[config.mk]
export PLATFORM = sky130hd
export DESIGN_NAME = radio_rx_multi_flat
export DESIGN_NICKNAME = d
export VERILOG_FILES = /design/src/rtl/radio_rx_pkg.sv /design/src/rtl/radio_rx_multi_if.sv /design/src/rtl/radio_rx_ch.sv /design/src/rtl/radio_rx_multi.sv /design/src/flat_wrapper.sv
export SDC_FILE = /design/constraint.sdc
export NUM_CORES = 1
export LEC_CHECK = 0
export CELL_PAD_IN_SITES_DETAIL_PLACEMENT = 1
export CELL_PAD_IN_SITES_GLOBAL_PLACEMENT = 2
export CORE_MARGIN = 2
export CORE_UTILIZATION = 35
export DETAILED_ROUTE_END_ITERATION = 12
export PLACE_DENSITY_LB_ADDON = 0.1
export SYNTH_ARGS = -nofsm -noshare
export SYNTH_HDL_FRONTEND = slang
export SYNTH_HIERARCHICAL = 1
export SYNTH_SLANG_ARGS = --single-unit
export TNS_END_PERCENT = 30
[constraint.sdc]
create_clock -name CLK -period 6.65 [get_ports CLK]
set_clock_uncertainty 0.15 [all_clocks]
set_input_delay 0.665 -clock CLK [delete_from_list [all_inputs] [get_ports CLK]]
set_output_delay 0.665 -clock CLK [all_outputs]
set_load 0.005 [all_outputs]
[src/rtl/radio_rx_pkg.sv]
// Shared types and helpers for the multi-channel RC PWM receiver.
// Channel FSM encoding, default counter widths and index/saturation helpers.
package radio_rx_pkg;

   typedef enum logic [1:0] {
      ST_WAIT  = 2'd0,
      ST_COUNT = 2'd1,
      ST_IDLE  = 2'd2
   } state_e;

   localparam int unsigned PW_W_DFLT = 12;
   localparam int unsigned TO_W_DFLT = 16;

   // All-ones value of a w-bit counter, i.e. the point where it saturates.
   function automatic longint unsigned sat_val(input int unsigned w);
      return (64'd1 << w) - 64'd1;
   endfunction

   function automatic int unsigned ch_lsb(input int unsigned ch, input int unsigned w);
      return ch * w;
   endfunction

endpackage

[src/rtl/radio_rx_multi_if.sv]
// Register-bank side bundle of the multi-channel receiver.
// The receiver core uses the slave modport; the pin/host side uses master.
interface radio_rx_multi_if #(
   parameter int CHANNELS = 4,
   parameter int PW_W     = 12
);
   logic [CHANNELS-1:0]      RADIO_IN;
   logic [CHANNELS-1:0]      CLR_ERR;
   logic [CHANNELS*PW_W-1:0] PULSE_WIDTH;
   logic [CHANNELS-1:0]      VALID_STB;
   logic [CHANNELS-1:0]      ONLINE;
   logic [CHANNELS-1:0]      ERR_FLAG;

   modport slave (
      input  RADIO_IN, CLR_ERR,
      output PULSE_WIDTH, VALID_STB, ONLINE, ERR_FLAG
   );

   modport master (
      output RADIO_IN, CLR_ERR,
      input  PULSE_WIDTH, VALID_STB, ONLINE, ERR_FLAG
   );
endinterface

[src/rtl/radio_rx_ch.sv]
// One RC PWM channel: synchroniser, registered edge detect, WAIT/COUNT/IDLE
// FSM with loss-of-signal timer, validity window and failsafe output.
module radio_rx_ch
   import radio_rx_pkg::*;
#(
   parameter int PW_W        = PW_W_DFLT,
   parameter int TO_W        = TO_W_DFLT,
   parameter int TIMEOUT     = 32768,
   parameter int MIN_PW      = 800,
   parameter int MAX_PW      = 2200,
   parameter int FAILSAFE    = 1500,
   parameter int SYNC_STAGES = 2
) (
   input  logic            i_clk,
   input  logic            i_rst_n,
   input  logic            i_radio,
   input  logic            i_clr_err,
   output logic [PW_W-1:0] o_pulse_width,
   output logic            o_valid_stb,
   output logic            o_online,
   output logic            o_err_flag
);

   localparam logic [PW_W-1:0] PCNT_SAT   = PW_W'(sat_val(PW_W));
   localparam logic [TO_W-1:0] WCNT_SAT   = TO_W'(sat_val(TO_W));
   localparam logic [TO_W-1:0] TO_LAST    = TO_W'(TIMEOUT - 1);
   localparam logic [PW_W-1:0] FAILSAFE_W = PW_W'(FAILSAFE);
   localparam logic [PW_W:0]   MIN_W      = (PW_W+1)'(MIN_PW);
   localparam logic [PW_W:0]   MAX_W      = (PW_W+1)'(MAX_PW);

   logic [SYNC_STAGES-1:0] r_sync;
   logic                   r_prev;
   logic                   r_edge_p;
   logic                   r_edge_n;
   state_e                 r_state;
   logic [PW_W-1:0]        r_pcnt;
   logic [TO_W-1:0]        r_wcnt;
   logic [PW_W-1:0]        r_pw;
   logic                   r_stb;
   logic                   r_online;
   logic                   r_err;

   logic                   w_synced;
   logic [PW_W:0]          w_width;
   logic                   w_accept;
   logic [TO_W-1:0]        w_wcnt_inc;
   logic                   w_set_err;

   assign w_synced   = r_sync[SYNC_STAGES-1];
   // Extra bit so a width of 2**PW_W never wraps into the accept window.
   assign w_width    = {1'b0, r_pcnt} + (PW_W+1)'(1);
   assign w_accept   = (w_width >= MIN_W) && (w_width <= MAX_W);
   assign w_wcnt_inc = (r_wcnt == WCNT_SAT) ? r_wcnt : r_wcnt + TO_W'(1);
   assign w_set_err  = (r_state == ST_COUNT) &&
                       ((r_pcnt == PCNT_SAT) || (r_edge_n && !w_accept));

   // Edges are registered so the FSM sees one clean single-cycle pulse.
   always_ff @(posedge i_clk or negedge i_rst_n) begin
      if (!i_rst_n) begin
         r_sync   <= '0;
         r_prev   <= 1'b0;
         r_edge_p <= 1'b0;
         r_edge_n <= 1'b0;
      end else begin
         // NOTE: non-blocking assignments make every flop sample the old value, so the shift chain really is a chain.
         r_sync   <= {r_sync[SYNC_STAGES-2:0], i_radio};
         r_prev   <= w_synced;
         r_edge_p <= w_synced & ~r_prev;
         r_edge_n <= ~w_synced & r_prev;
      end
   end

   always_ff @(posedge i_clk or negedge i_rst_n) begin
      if (!i_rst_n) begin
         r_state  <= ST_WAIT;
         r_pcnt   <= '0;
         r_wcnt   <= '0;
         r_pw     <= FAILSAFE_W;
         r_stb    <= 1'b0;
         r_online <= 1'b0;
         r_err    <= 1'b0;
      end else begin
         r_stb <= 1'b0;

         // Set has priority over a coincident clear.
         if (w_set_err)      r_err <= 1'b1;
         else if (i_clr_err) r_err <= 1'b0;

         case (r_state)
            ST_WAIT: begin
               r_pcnt   <= '0;
               r_wcnt   <= '0;
               r_online <= 1'b0;
               r_pw     <= FAILSAFE_W;
               if (r_edge_p) r_state <= ST_COUNT;
            end
            ST_COUNT: begin
               r_wcnt <= w_wcnt_inc;
               if (r_pcnt == PCNT_SAT) begin
                  r_state  <= ST_WAIT;
                  r_pcnt   <= '0;
                  r_wcnt   <= '0;
                  r_online <= 1'b0;
                  r_pw     <= FAILSAFE_W;
               end else if (r_edge_n) begin
                  r_state <= ST_IDLE;
                  if (w_accept) begin
                     r_pw     <= w_width[PW_W-1:0];
                     r_stb    <= 1'b1;
                     r_online <= 1'b1;
                  end
               end else begin
                  r_pcnt <= r_pcnt + PW_W'(1);
               end
            end
            ST_IDLE: begin
               if (r_edge_p) begin
                  r_state <= ST_COUNT;
                  r_pcnt  <= '0;
                  r_wcnt  <= '0;
               end else if (r_wcnt == TO_LAST) begin
                  r_state  <= ST_WAIT;
                  r_wcnt   <= '0;
                  r_online <= 1'b0;
                  r_pw     <= FAILSAFE_W;
               end else begin
                  r_wcnt <= w_wcnt_inc;
               end
            end
            default: r_state <= ST_WAIT;
         endcase
      end
   end

   assign o_pulse_width = r_pw;
   assign o_valid_stb   = r_stb;
   assign o_online      = r_online;
   assign o_err_flag    = r_err;

endmodule

[src/rtl/radio_rx_multi.sv]
// Multi-channel RC PWM receiver: CHANNELS independent radio_rx_ch instances
// whose outputs are packed onto the register-bank interface.
module radio_rx_multi
   import radio_rx_pkg::*;
#(
   parameter int CHANNELS    = 4,
   parameter int PW_W        = PW_W_DFLT,
   parameter int TO_W        = TO_W_DFLT,
   parameter int TIMEOUT     = 32768,
   parameter int MIN_PW      = 800,
   parameter int MAX_PW      = 2200,
   parameter int FAILSAFE    = 1500,
   parameter int SYNC_STAGES = 2
) (
   input  logic             CLK,
   input  logic             RESET_N,
   radio_rx_multi_if.slave  bus
);

   logic [PW_W-1:0] w_pw  [CHANNELS];
   logic            w_stb [CHANNELS];
   logic            w_onl [CHANNELS];
   logic            w_err [CHANNELS];

   for (genvar g = 0; g < CHANNELS; g++) begin : g_ch
      radio_rx_ch #(
         .PW_W        (PW_W),
         .TO_W        (TO_W),
         .TIMEOUT     (TIMEOUT),
         .MIN_PW      (MIN_PW),
         .MAX_PW      (MAX_PW),
         .FAILSAFE    (FAILSAFE),
         .SYNC_STAGES (SYNC_STAGES)
      ) u_ch (
         .i_clk         (CLK),
         .i_rst_n       (RESET_N),
         .i_radio       (bus.RADIO_IN[g]),
         .i_clr_err     (bus.CLR_ERR[g]),
         .o_pulse_width (w_pw[g]),
         .o_valid_stb   (w_stb[g]),
         .o_online      (w_onl[g]),
         .o_err_flag    (w_err[g])
      );
   end

   // NOTE: every output bit is assigned on every pass, so no latch can be inferred.
   always_comb begin
      for (int i = 0; i < CHANNELS; i++) begin
         bus.PULSE_WIDTH[ch_lsb(i, PW_W) +: PW_W] = w_pw[i];
         bus.VALID_STB[i] = w_stb[i];
         bus.ONLINE[i]    = w_onl[i];
         bus.ERR_FLAG[i]  = w_err[i];
      end
   end

endmodule
[src/flat_wrapper.sv]
// flat-port wrapper written by rule: the top's interface ports become plain ports
module radio_rx_multi_flat import radio_rx_pkg::*;
#(
   parameter int CHANNELS    = 4,
   parameter int PW_W        = PW_W_DFLT,
   parameter int TO_W        = TO_W_DFLT,
   parameter int TIMEOUT     = 32768,
   parameter int MIN_PW      = 800,
   parameter int MAX_PW      = 2200,
   parameter int FAILSAFE    = 1500,
   parameter int SYNC_STAGES = 2
)
  (CLK, RESET_N, bus_RADIO_IN, bus_CLR_ERR, bus_PULSE_WIDTH, bus_VALID_STB, bus_ONLINE, bus_ERR_FLAG);
  radio_rx_multi_if #(.CHANNELS(CHANNELS), .PW_W(PW_W)) bus_i ();
  input  logic CLK;
  input  logic RESET_N;
  input wire logic [$bits(bus_i.RADIO_IN)-1:0] bus_RADIO_IN;
  input wire logic [$bits(bus_i.CLR_ERR)-1:0] bus_CLR_ERR;
  output wire logic [$bits(bus_i.PULSE_WIDTH)-1:0] bus_PULSE_WIDTH;
  output wire logic [$bits(bus_i.VALID_STB)-1:0] bus_VALID_STB;
  output wire logic [$bits(bus_i.ONLINE)-1:0] bus_ONLINE;
  output wire logic [$bits(bus_i.ERR_FLAG)-1:0] bus_ERR_FLAG;
  assign bus_i.RADIO_IN = bus_RADIO_IN;
  assign bus_i.CLR_ERR = bus_CLR_ERR;
  assign bus_PULSE_WIDTH = bus_i.PULSE_WIDTH;
  assign bus_VALID_STB = bus_i.VALID_STB;
  assign bus_ONLINE = bus_i.ONLINE;
  assign bus_ERR_FLAG = bus_i.ERR_FLAG;
  radio_rx_multi #(.CHANNELS(CHANNELS), .PW_W(PW_W), .TO_W(TO_W), .TIMEOUT(TIMEOUT), .MIN_PW(MIN_PW), .MAX_PW(MAX_PW), .FAILSAFE(FAILSAFE), .SYNC_STAGES(SYNC_STAGES)) u_core (.CLK(CLK), .RESET_N(RESET_N), .bus(bus_i));
endmodule
==> flow_metrics.py <==
metrics = {
    "worst_setup_path": {
        "cp.required_ns": 6.82,
        "start_kind": "register",
        "path_depth": 7,
        "crit_slowest_cell": "o21ai_1",
        "reg2reg_depth": 7,
        "cp.buffers_inverters": 0,
        "max_stage_delay_ns": 0.59,
        "arrival_ns": 3.43,
        "end_kind": "register",
        "worst-path-max-fanout": 12,
        "cp_top_family": "simple AND/OR/NAND/NOR gates",
        "path_class": "register to register",
        "crit_chain": "ha_1 > nand3_1 > or2_1 > o21a_1 > o21ai_1 > and2_1 > nor2_1",
    },
    "floorplanning": {
        "die_area_sq_mm": 0.0338,
        "die_h_um": 184,
        "die_w_um": 184,
        "coreArea_sq_mm": 0.0317,
        "initial_core_util_pct": 35.7,
        "io_pins": 70,
        "placementRows": 65,
    },
    "logic_synthesis": {
        "netlist_instances": 1203,
        "synth_top_family_by_area": "simple AND/OR/NAND/NOR gates",
        "synth.mux.area_fraction_pct": 0.0994,
        "ys_top_cells_by_area": "dfrtp_1 (38%), dfstp_2 (6.5%), o21ai_0 (4.3%)",
        "synthesis.area_sq_mm": 0.0113,
        "synthXorXnorAreaFrac_pct": 3.78,
        "synthArstFlopShare_pct": 100,
        "synthDominantCellAreaShare_pct": 38.0,
        "yosysUniqueCellTypes": 77,
        "synth_edf_count": 0,
        "yosysSeqAreaShare_pct": 44.5,
        "avgSynthCellArea_sq_um": 9.42,
        "synth_ff_type": "dfrtp_1",
        "syn_nets": 1241,
        "synthSimpleGateAreaFrac_pct": 22.0,
        "synth-seq-cells": 200,
        "synth_compound_area_share_pct": 21.8,
        "synth_top_cell_by_area": "dfrtp_1",
        "yosys_warnings": 6,
        "synth_fa_ha_area_share_pct": 3.09,
    },
    "sta": {
        "report.final.hold_viol_count": 4,
        "holdWs_ns": -0.0100,
        "fmax_ghz": 0.307,
        "setup_violations": 0,
        "slew_headroom_pct": 40.4,
        "finalCriticalPeriod_ns": 3.26,
        "fin_crit_sh_pct": 49.0,
        "rsz0062_at_grt": "false",
        "drv_slew": 0,
        "tns_ns": 0,
        "worst_slew_pin_slew_ns": 0.894,
    },
    "finish": {
        "antenna_cells": 0,
        "layout-drive-gt1-share_pct": 9.98,
        "syn_to_final_growth_pct": 12.5,
        "fin_nets": 1267,
    },
    "detailed_routing": {
        "drc": 0,
        "wl_per_cell_um": 17.9,
        "drtIter0Drc": 495,
        "via_count": 9054,
        "wl_um": 29400,
        "via_per_inst": 5.51,
        "drt_first_pass_iters": 4,
        "ant_nets": 0,
    },
    "global_routing": {
        "grt_pass1_vias": 9316,
        "grt_first_pass_wirelength_um": 49400,
        "grtUsageTotal_pct": 18.0,
        "grt_max_degree": 70,
        "antenna_found_initial": 0,
        "overflow": 0,
    },
    "clock_network": {
        "clockBufferDepth": 2,
        "htreeDepth": 4,
        "clockRootBuffer": "clkbuf_16",
        "clkSinkCount": 200,
        "cts_setup_buffers": 0,
        "clk_pin_slew_worst_paths_ns": 0.08,
        "cts_tree": "yes",
        "cts_hold_buf": 0,
        "cts_buffers": 17,
        "clk_latency_ns": 0.44,
        "cts_resized": 0,
    },
    "min_path": {
        "hold_class": "input pin to async pin",
    },
    "place": {
        "place_hpwl_um": 20800,
        "routabilityCongestion": 0.765,
        "io_buffers": 69,
    },
    "pwr": {
        "leakage_nw": 5.16,
        "p_per_area_mw_per_mm2": 279,
        "finalPower_w": 0.00356,
        "vdd_drop_max_mv": 0.175,
    },
    "run_status": {
        "status": "finished, violations left",
        "failed_checks": "hold timing",
    },
    "job": {
        "drv_cap": 0,
    },
}
==> per-stage QoR <==
stage / instances / util, % / area [sq um] / hold WS [ns] / setup slack, ns
floorplan: 1203 / - / 11300 / 0.181 / 4.03
global placement: 1612 / 38.4 / 12200 / 0.184 / 3.48
detailed placement: 1612 / 38.4 / 12200 / 0.188 / 3.37
CTS: 1644 / 40.2 / 12700 / 0.00356 / 3.37
global route: 1644 / 40.2 / 12700 / 0.0276 / 3.01
finish: 1644 / 40.2 / 12700 / -0.0100 / 3.39
==> per-layer routing <==
layer / GRT usage [%] / up-vias / wire length, um / part of all wire [%]
li1: - / 4459 / - / -
met1: 25.3 / 4496 / 14900 / 51
met2: 28.9 / 85 / 13500 / 46
met3: 3.41 / 14 / 773 / 2.6
met4: 4.03 / 0 / 307 / 1.0
met5: 0 / - / 0 / 0
==> state kept, by name (all words and copies together) (netlist names) <==
signal / count
u_core/g_ch.u_ch/o_pulse_width: 48
u_core/g_ch.u_ch/r_sync: 8
u_core/g_ch.u_ch/o_online: 4
u_core/g_ch.u_ch/o_err_flag: 4
u_core/g_ch.u_ch/o_valid_stb: 4
u_core/g_ch.u_ch/r_pcnt: 48
u_core/g_ch.u_ch/r_edge_n: 4
u_core/g_ch.u_ch/r_edge_p: 4
u_core/g_ch.u_ch/r_wcnt: 64
u_core/g_ch.u_ch/r_prev: 4
u_core/g_ch.u_ch/r_state: 8
==> cells by family after synthesis <==
group | after synthesis
adder cells (fa/ha/maj) | 28
buffers and inverters | 111
multiplexers | 1
XOR/XNOR | 48
flip-flops | 200
AO/OA/AOI/OAI | 368
AND/OR/NAND/NOR | 447
==> layout make-up <==
class / instances / area, sq um
clock inverters: 15 / 130
inverters: 45 / 169
well taps: 402 / 503
multi-input cells: 892 / 5750
repair buffers: 73 / 726
clock buffers: 17 / 425
fillers: 3577 / 19000
flip-flops and latches: 200 / 5040
==> layout by cell type, fill, tap and decap left out, types with 9 or more instances in the layout <==
| master | count |
|---|---|
| dfstp_2 | 28 |
| clkdlybuf4s50_1 | 68 |
| nor2b_1 | 22 |
| o22ai_1 | 15 |
| xnor2_1 | 31 |
| o31ai_1 | 34 |
| a21oi_1 | 71 |
| a2bb2oi_1 | 22 |
| inv_1 | 42 |
| nor2_1 | 80 |
| nor3_1 | 25 |
| and3_1 | 16 |
| a22o_1 | 17 |
| and2_1 | 14 |
| nand2_1 | 107 |
| nor3b_1 | 9 |
| dfrtp_1 | 172 |
| a31oi_1 | 26 |
| or4_1 | 9 |
| ha_1 | 28 |
| nand4_1 | 30 |
| o21ai_0 | 98 |
| o22a_1 | 10 |
| clkbuf_16 | 17 |
| xor2_1 | 16 |
| nor4_1 | 9 |
| nand3_1 | 44 |
| nand2b_1 | 19 |
==> report_power, final <==
part | switching (W) | total [W] | internal [W] | leakage (nW)
clock network | 0.000524 | 0.00102 | 0.000494 | 0.270
logic | 0.000782 | 0.00116 | 0.000382 | 2.25
registers | 0.0000920 | 0.00138 | 0.00128 | 2.64
==> path summary, 6_finish.rpt <==
kind | start | slack, ns | endpoint
worst min register to register | u_core/g_ch[1].u_ch/r_sync[0] | 0.20 | u_core/g_ch[1].u_ch/r_sync[1]
worst min-delay path | RESET_N | -0.01 | u_core/g_ch[0].u_ch/r_wcnt[0]
worst max register to register | u_core/g_ch[3].u_ch/r_pcnt[0] | 3.39 | u_core/g_ch[3].u_ch/r_wcnt[11]
min in group CLK | u_core/g_ch[1].u_ch/r_sync[0] | 0.20 | u_core/g_ch[1].u_ch/r_sync[1]
max in group asynchronous | RESET_N | 5.04 | u_core/g_ch[2].u_ch/o_pulse_width[1]
worst max-delay path | u_core/g_ch[3].u_ch/r_pcnt[0] | 3.39 | u_core/g_ch[3].u_ch/r_wcnt[11]
==> cell usage after synthesis, types with 17 or more instances <==
library cell	instances
a21oi_1	71
a22o_1	17
a2bb2oi_1	22
a31oi_1	26
buf_2	30
dfrtp_1	172
dfstp_2	28
ha_1	28
inv_1	42
nand2_1	107
nand2b_1	19
nand3_1	44
nand4_1	30
nor2_1	80
nor2b_1	22
nor3_1	25
o21ai_0	98
o31ai_1	34
xnor2_1	31
Note: power is estimated with default switching activity, not from simulation.
